## src/rtl/esd_sequencer.sv

```systemverilog
// Emergency-shutdown sequencer: ordered rail power-up, watchdog kicking while healthy,
// reverse-order rail shutdown on fault/timeout/disarm with a latched cause until acknowledged.
module esd_sequencer #(
    parameter int CLK_HZ   = 24000000,
    parameter int KICK_MS  = 100,
    parameter int STAGE_MS = 10,
    parameter int N_FAULT  = 4,
    parameter int N_STAGE  = 3
) (
    input  logic               clk,
    input  logic               rst_n,
    input  logic               arm,
    input  logic [N_FAULT-1:0] fault_in,
    input  logic [N_FAULT-1:0] fault_mask,
    input  logic               wdt_timeout,
    input  logic               ack,
    output logic               kick,
    output logic [N_STAGE-1:0] stage_en,
    output logic [2:0]         state,
    output logic [N_FAULT:0]   trip_cause,
    output logic               alarm,
    output logic               shutdown_done
);

    localparam int KICK_RAW  = CLK_HZ / 1000 * KICK_MS;
    localparam int STAGE_RAW = CLK_HZ / 1000 * STAGE_MS;
    localparam int KICK_CYC  = (KICK_RAW < 4) ? 4 : KICK_RAW;
    localparam int STAGE_CYC = (STAGE_RAW < 1) ? 1 : STAGE_RAW;
    localparam int KW        = $clog2(KICK_CYC) + 1;
    localparam int SW        = $clog2(STAGE_CYC) + 1;

    localparam logic [N_STAGE-1:0] EN_LSB   = N_STAGE'(1);
    localparam logic [N_STAGE-1:0] EN_ALL   = '1;
    localparam logic [N_STAGE-1:0] EN_NONE  = '0;
    localparam logic [SW-1:0]      SCNT_TOP = SW'(STAGE_CYC - 1);
    localparam logic [KW-1:0]      KCNT_TOP = KW'(KICK_CYC - 1);

    typedef enum logic [2:0] {
        S_IDLE    = 3'd0,
        S_ARMING  = 3'd1,
        S_RUN     = 3'd2,
        S_TRIP    = 3'd3,
        S_SEQ     = 3'd4,
        S_LATCHED = 3'd5
    } state_t;

    state_t             state_q, state_d;
    logic [N_FAULT-1:0] sync1_q, sync2_q;
    logic [N_FAULT-1:0] f_act_s;
    logic               fault_s;
    logic [N_STAGE-1:0] en_q, en_d;
    logic [N_STAGE-1:0] en_clr_s;
    logic [SW-1:0]      scnt_q, scnt_d, scnt_nxt_s;
    logic [KW-1:0]      kcnt_q, kcnt_d;
    logic               kick_q, kick_d;
    logic [N_FAULT:0]   cause_q, cause_d;
    logic               alarm_q, alarm_d;
    logic               done_q, done_d;
    logic               active_d_s;

    // Clears the most significant set bit, leaving lower rails untouched.
    function automatic logic [N_STAGE-1:0] clr_top(input logic [N_STAGE-1:0] v);
        logic [N_STAGE-1:0] r;
        logic               found;
        r     = v;
        found = 1'b0;
        for (int i = N_STAGE - 1; i >= 0; i--) begin
            if (!found && v[i]) begin
                r[i]  = 1'b0;
                found = 1'b1;
            end else begin
                found = found;
            end
        end
        return r;
    endfunction

    assign f_act_s  = sync2_q & ~fault_mask;
    assign fault_s  = |f_act_s;
    assign en_clr_s = clr_top(en_q);

    // Fault input synchroniser.
    always_ff @(posedge clk or negedge rst_n) begin
        if (!rst_n) begin
            sync1_q <= '0;
            sync2_q <= '0;
        end else begin
            sync1_q <= fault_in;
            sync2_q <= sync1_q;
        end
    end

    // Next-state, rail sequencing and cause capture.
    always_comb begin
        state_d    = state_q;
        en_d       = en_q;
        scnt_nxt_s = scnt_q;
        cause_d    = cause_q;
        alarm_d    = alarm_q;
        case (state_q)
            S_IDLE: begin
                en_d = EN_NONE;
                if (arm && !fault_s) state_d = S_ARMING;
                else                 state_d = S_IDLE;
            end
            S_ARMING: begin
                if (fault_s || wdt_timeout) begin
                    state_d = S_TRIP;
                    cause_d = {wdt_timeout, f_act_s};
                    alarm_d = 1'b1;
                end else if (!arm) begin
                    state_d = S_SEQ;
                end else if (scnt_q != '0) begin
                    scnt_nxt_s = scnt_q - SW'(1);
                end else if (en_q == EN_ALL) begin
                    state_d = S_RUN;
                end else begin
                    en_d       = (en_q << 1) | EN_LSB;
                    scnt_nxt_s = SCNT_TOP;
                end
            end
            S_RUN: begin
                en_d = EN_ALL;
                if (fault_s || wdt_timeout) begin
                    state_d = S_TRIP;
                    cause_d = {wdt_timeout, f_act_s};
                    alarm_d = 1'b1;
                end else if (!arm) begin
                    state_d = S_SEQ;
                end else begin
                    state_d = S_RUN;
                end
            end
            S_TRIP: begin
                state_d = S_SEQ;
            end
            S_SEQ: begin
                if (en_q == EN_NONE) begin
                    state_d = S_LATCHED;
                end else if (scnt_q != '0) begin
                    scnt_nxt_s = scnt_q - SW'(1);
                end else begin
                    en_d       = en_clr_s;
                    scnt_nxt_s = SCNT_TOP;
                    if (en_clr_s == EN_NONE) state_d = S_LATCHED;
                    else                     state_d = S_SEQ;
                end
            end
            S_LATCHED: begin
                en_d = EN_NONE;
                if (ack && !arm && !fault_s) begin
                    state_d = S_IDLE;
                    cause_d = '0;
                    alarm_d = 1'b0;
                end else begin
                    state_d = S_LATCHED;
                end
            end
            default: begin
                // Corrupted state register: force a shutdown with an unmistakable cause.
                state_d = S_TRIP;
                cause_d = '1;
                alarm_d = 1'b1;
            end
        endcase

        scnt_d = (state_d != state_q) ? '0 : scnt_nxt_s;

        active_d_s = (state_d == S_ARMING) || (state_d == S_RUN);
        if (state_d == S_ARMING && state_q != S_ARMING) begin
            kcnt_d = '0;
        end else if (active_d_s) begin
            kcnt_d = (kcnt_q == KCNT_TOP) ? '0 : kcnt_q + KW'(1);
        end else begin
            kcnt_d = '0;
        end
        kick_d = active_d_s && (kcnt_d < KW'(2));
        done_d = (state_d == S_LATCHED);
    end

    // State and output registers; reset forces every rail and flag safe.
    always_ff @(posedge clk or negedge rst_n) begin
        if (!rst_n) begin
            state_q <= S_IDLE;
            en_q    <= '0;
            scnt_q  <= '0;
            kcnt_q  <= '0;
            kick_q  <= 1'b0;
            cause_q <= '0;
            alarm_q <= 1'b0;
            done_q  <= 1'b0;
        end else begin
            state_q <= state_d;
            en_q    <= en_d;
            scnt_q  <= scnt_d;
            kcnt_q  <= kcnt_d;
            kick_q  <= kick_d;
            cause_q <= cause_d;
            alarm_q <= alarm_d;
            done_q  <= done_d;
        end
    end

    assign state         = state_q;
    assign stage_en      = en_q;
    assign kick          = kick_q;
    assign trip_cause    = cause_q;
    assign alarm         = alarm_q;
    assign shutdown_done = done_q;

endmodule

```

## config.mk

```make
export PLATFORM = sky130hd
export DESIGN_NAME = esd_sequencer
export DESIGN_NICKNAME = d
export VERILOG_FILES = /design/src/rtl/esd_sequencer.sv
export SDC_FILE = /design/constraint.sdc
export NUM_CORES = 1
export LEC_CHECK = 0
export CAP_MARGIN = 10
export CORE_MARGIN = 10
export CORE_UTILIZATION = 55
export DETAILED_ROUTE_END_ITERATION = 8
export DONT_BUFFER_PORTS = 1
export PLACE_DENSITY = 0.74
export RECOVER_POWER = 50
export SLEW_MARGIN = 20
export SYNTH_ARGS = -nofsm -noshare
export SYNTH_HDL_FRONTEND = slang
export SYNTH_SLANG_ARGS = --single-unit
```

## constraint.sdc

```tcl
create_clock -name clk -period 3.9 [get_ports clk]
set_input_delay 0.39 -clock clk [delete_from_list [all_inputs] [get_ports clk]]
set_output_delay 0.39 -clock clk [all_outputs]
set_load 0.02 [all_outputs]
```

# Yosys cells after proc, flatten, opt, wreduce, memory -nomap -nowiden
# Index checks and enable logic that the tools add are counted.
word_totals:
  regBits: 64
  inputBits: 13
  output_inout_bits: 14
  word_cells: 106
classes:
  add_sub_neg: 2
  n_lt_le_gt_ge: 1
  eq_ne: 24
  n_mux: 40
  bitwise: 3
  n_reduce_logical: 26
op_table:
  columns: ["cell", "n"]
  rows:
  - ["2-to-1 mux 19 bit", 7]
  - ["2-to-1 mux 23 bit", 3]
  - ["2-to-1 mux 3 bit", 15]
  - ["case mux 19 bit (2 select lines)", 1]
  - ["adder 23 x 1 -> 23 bit (second input constant)", 1]
  - ["equality test 23 x 22 -> 1 bit (second input constant)", 1]
  - ["less-than comparator 23 x 2 -> 1 bit (second input constant)", 1]
  - ["nonzero test 19 bit", 1]
  - ["subtractor 19 x 1 -> 19 bit (second input constant)", 1]
  - ["case mux 3 bit (6 select lines)", 1]
  - ["case mux 5 bit (3 select lines)", 1]
  - ["inequality test 2 bit (second input constant)", 7]
  - ["equality test 3 bit (second input constant)", 4]
  - ["case mux 3 bit (4 select lines)", 1]
  - ["2-to-1 mux 5 bit", 2]
  - ["equality test 3 x 2 -> 1 bit (second input constant)", 3]
  - ["zero test 3 bit", 3]
  - ["inequality test 3 bit (second input constant)", 3]
  - ["2-to-1 mux 1 bit", 8]
  - ["logical AND 1 bit", 7]
  - ["AND reduction 7 bit", 1]
  - ["equality test 3 x 1 -> 1 bit (second input constant)", 2]
  - ["AND reduction 5 bit", 1]
  - ["bitwise AND 4 bit", 1]
  - ["other kinds (15)", 20]

# Longest topological paths before layout
depth:
  ltp_word: 18
  mapped_depth: 11
  ltp_nobuf: 10

# Least setup slack after synthesis
# Ideal clock, no wire load.
synth_path:
  kind: "flip-flop to flip-flop"
  start: "reg scnt_q[0]"
  end: "reg scnt_q[13]"
  setup_ps: 96
  arrival_ps: 2506
  t_required_ps: 3804
  setup_slack_ps: 1298
  stages_incl_launch_ff: 12
  n_path_buf: 2
  synth_period_minus_slack_ps: 2602
  cell_sequence: "dfrtp_1 -> inv_1 -> ha_1 -> nor3b_2 -> and4_1 -> clkbuf_1 -> a211o_1 -> a2111oi_4 -> and2_1 -> buf_4 -> a211oi_1 -> a311oi_2"
synth_between:
  elab_chain_cells: 8
  elab_cells_between_ends: 22
  classes_between: "add/sub (1); eq/ne (5); mux (13); reduce/logical (3)"
synth_rtl:
  columns: ["element", "line_no", "text"]
  rows:
  - ["from (decl)", "53", "logic [SW-1:0] scnt_q, scnt_d, scnt_nxt_s;"]
  - ["from (signal assigned)", "195", "scnt_q <= scnt_d;"]
  - ["nonzero test 19 bit", "113, 140", null]
  - ["2-to-1 mux 3 bit", "113", "end else if (scnt_q != '0) begin"]
  - ["2-to-1 mux 3 bit", "111", "end else if (!arm) begin"]
  - ["2-to-1 mux 3 bit", "107", "if (fault_s || wdt_timeout) begin"]
  - ["case mux 3 bit (6 select lines)", "100", "case (state_q)"]
  - ["inequality test 3 bit", "167", "scnt_d = (state_d != state_q) ? '0 : scnt_nxt_s;"]
  - ["inequality test 4 bit (no line) (tied with other cells)", null, null]
  - ["AND reduction 5 bit (no line)", null, null]
# Several ways; a longest one is shown, not always the timed one. The select of a mux whose other input is x is not followed.
# A chain may end at the register's enable or synchronous reset.

# Final worst setup path
layout_path:
  start: "reg scnt_q[0]"
  end: "reg scnt_q[15]"
# Same word-level chain as after synthesis.

==> metrics.cfg <==
[power]
switchingPower_mw = 0.2661
p_clk_frac = 0.443
p_total_mw = 1.247
p_seq_frac = 0.536
vdd_drop_max_uv = 206.7
p_int_mw = 0.9809
power_frac_comb = 0.021
p_leak_nw = 1.590
p_sw_frac = 0.2134
power.density_nw_per_um2 = 313.3

[sta]
tns_ns = 0
period_minus_slack_ns = 2.971
rsz0062_at_grt = no
finClkSkew_ns = 0.009536
layout_setup_ws_ns = 0.9295
worstMarginPinSlew_ns = 0.7790
finalHoldViolCount = 0
fin_crit_sh = 0.7617
setup_viol = 0
slew_headroom = 0.4807
fmax_mhz = 336.6
drv_slew = 0

[critical_path]
path_class = reg -> reg
crit_chain = inv_1 -> ha_1 -> nor3b_2 -> and4_1 -> a211o_1 -> a2111oi_4 -> and2_1 -> a211oi_1 -> a311oi_1
cp.arrival_ns = 3.21
critPathLaunchType = register
cp_data_required_time_ns = 4.14
critPathCaptureType = register
worstPathMaxFanout = 11
cp_num_buf_inv = 1
cp_top_family = compound AO/OA/AOI/OAI gates
cp_slowest_stage_delay_ns = 0.63
crit_slowest_cell = a2111oi_4

[synth]
seq_area_frac_synth = 0.4267
synth-xor-area-share = 0.08400
synth_cell_types = 61
syn_inst = 417
synth_compound_area_frac = 0.1587
synth_fa_ha_area_frac = 0.009333
muxShareOfSynthArea = 0.01667
syn_area_per_cell_um2 = 9.001
synth_seq_cells = 64
syn_nets = 432
synthArstFlopShare = 1.000
synthFlopType = dfrtp_1
yosysWarnings = 0
syn_area_um2 = 3754
synth-simple-area-share = 0.2617
synth_top_family_by_area = simple AND/OR/NAND/NOR gates
synth-edff-count = 0

[place]
numPortBuffers = 0
place_worst_setup_slack_ns = 0.9479
dp.cells = 474
routabilityCongestion = 0.8294
hpwl_um = 5305

[finish]
area_growth_pct = 6.033
antenna_cells = 0
drive_above_1_share = 0.08759
instances_no_fill = 491
final_cell_mix = nor2_1 (64), dfrtp_1 (64), nand2_1 (30)
nets = 422

[cts]
htree_levels = 3
insertion_delay_ns = 0.34
cts_root_buffer = clkbuf_8
cts_tree = done
cts_resized = 0
clkTransAtPathRegs_ns = 0.07
clk_path_buf_depth = 2
clock_sinks = 64
cts_buffers = 9

[die]
die-height_um = 102.6
die-area_um2 = 10530
io_pins = 27
rows = 30
start_util = 0.5587
die_width_um = 102.6
coreArea_um2 = 6719

[drt]
vias = 3001
wl_um = 7570
ant_nets = 0
drtIter0Drc = 118
drtPass1Iterations = 4
wl_per_cell_um = 15.42
drc = 0
viasPerCell = 6.112

[hold_path]
hold_path.class = in -> reg

[grt]
grt_first_pass_wirelength_um = 12980
grt_overflow = 0
grt_pass1_vias = 2847
antenna_found_initial = 0
track_usage = 0.1504
grt_max_degree = 65

[run]
drv_cap = 0

[run_status]
status = finished clean

==> routing by layer <==
metal | routed length [um] | global-route usage
met3 | 371 | 0.03418
met2 | 3638 | 0.2527
met1 | 3429 | 0.1838
met4 | 131 | 0.05531
met5 | 0 | 0
==> path summary, 6_finish.rpt <==
| kind | to | startpoint | cells after the start | slack [ns] |
|---|---|---|---|---|
| min | sync1_q[2]$_DFF_PN0_ | fault_in[2] | 0 | 0.08 |
| min reg2reg | sync2_q[3]$_DFF_PN0_ | sync1_q[3]$_DFF_PN0_ | 0 | 0.34 |
| max reg2reg | scnt_q[15]$_DFFE_PN0P_ | scnt_q[0]$_DFFE_PN0P_ | 9 | 0.93 |
| min in group asynchronous | stage_en[0]$_DFFE_PN0P_ | rst_n | 2 | 0.58 |
| max in group asynchronous | kcnt_q[7]$_DFF_PN0_ | rst_n | 2 | 3.06 |
| max | scnt_q[15]$_DFFE_PN0P_ | scnt_q[0]$_DFFE_PN0P_ | 9 | 0.93 |
==> power groups by stage <==
stage / Sequential [mW] / Clock, mW / Combinational, mW
final: 0.669 / 0.553 / 0.0259
after global routing: 0.668 / 0.600 / 0.0301
after CTS: 0.668 / 0.563 / 0.0271
after detailed placement: 0.681 / 0 / 0.00988
after global placement: 0.681 / 0 / 0.00988
after floorplan: 0.681 / 0 / 0.00884
==> synth_stat cells (3+ instances only) <==
cell type	number	area [um2]
nand4_1	8	50.05
a311oi_1	6	52.55
xor2_1	20	175.2
and3_1	7	43.79
o21ai_0	16	80.08
a211oi_1	7	52.55
a22oi_1	3	22.52
nand2b_1	3	18.77
nor2b_1	4	25.02
clkbuf_1	17	63.81
o211ai_1	5	37.54
mux2i_1	4	40.04
a31oi_1	3	18.77
buf_4	4	30.03
and4_1	4	35.03
nand2_1	30	112.6
nor2_1	64	240.2
dfrtp_1	64	1602
and2_1	4	25.02
a21oi_1	12	60.06
nor3_2	5	50.05
nor4_1	6	37.54
xnor2_1	16	140.1
nor3_1	16	80.08
inv_1	13	48.80
or2_2	3	18.77
nor3b_1	5	37.54
nand3_1	20	100.1
or4_1	5	37.54
buf_2	3	15.01
==> sequential cells by signal (all words and copies together), names as in the netlist <==
signal	cells
kcnt_q	23
scnt_q	19
trip_cause	5
sync1_q	4
sync2_q	4
stage_en	3
state	3
alarm	1
kick	1
shutdown_done	1
==> stage by stage <==
step	cell area, um2	util	hold WS [ns]
6_report	3980	0.5924	0.08197
5_1_grt	3980	0.5924	0.05769
4_1_cts	3980	0.5924	0.07035
3_5_place_dp	3756	0.5590	0.09706
3_3_place_gp	3756	0.5590	0.09707
2_1_floorplan	3754	-	0.09441
==> timing repair <==
action,in CTS,in global routing
hold buffers,2,0
endpoints found under the hold margin,64,0
buffers inserted,0,0
==> worst reg2reg max path: cells and delay by family, from the launching register on <==
family | cells | cell delay (ns)
adders and majority gates | 1 | 0.20
AOI/OAI and AO/OA | 4 | 1.35
DFF | 1 | 0.40
buffers and inverters | 1 | 0.06
and+or+nand+nor | 3 | 0.88
==> cell type report <==
class | count | area [um2]
clock buffers | 11 | 141.4
fillers | 560 | 2739
inverters | 13 | 48.80
clock inverters | 4 | 45.04
well taps | 80 | 100.1
repair buffers | 4 | 52.55
multi-input cells | 315 | 1991
flip-flops and latches | 64 | 1602
==> cells by family after synthesis <==
logic type / after synthesis
flip-flops: 64
AND/OR/NAND/NOR: 192
AO/OA/AOI/OAI: 78
adder cells (fa/ha/maj): 3
XOR/XNOR: 36
multiplexers: 6
buffers and inverters: 38
Power figures use the tool's default switching activity.
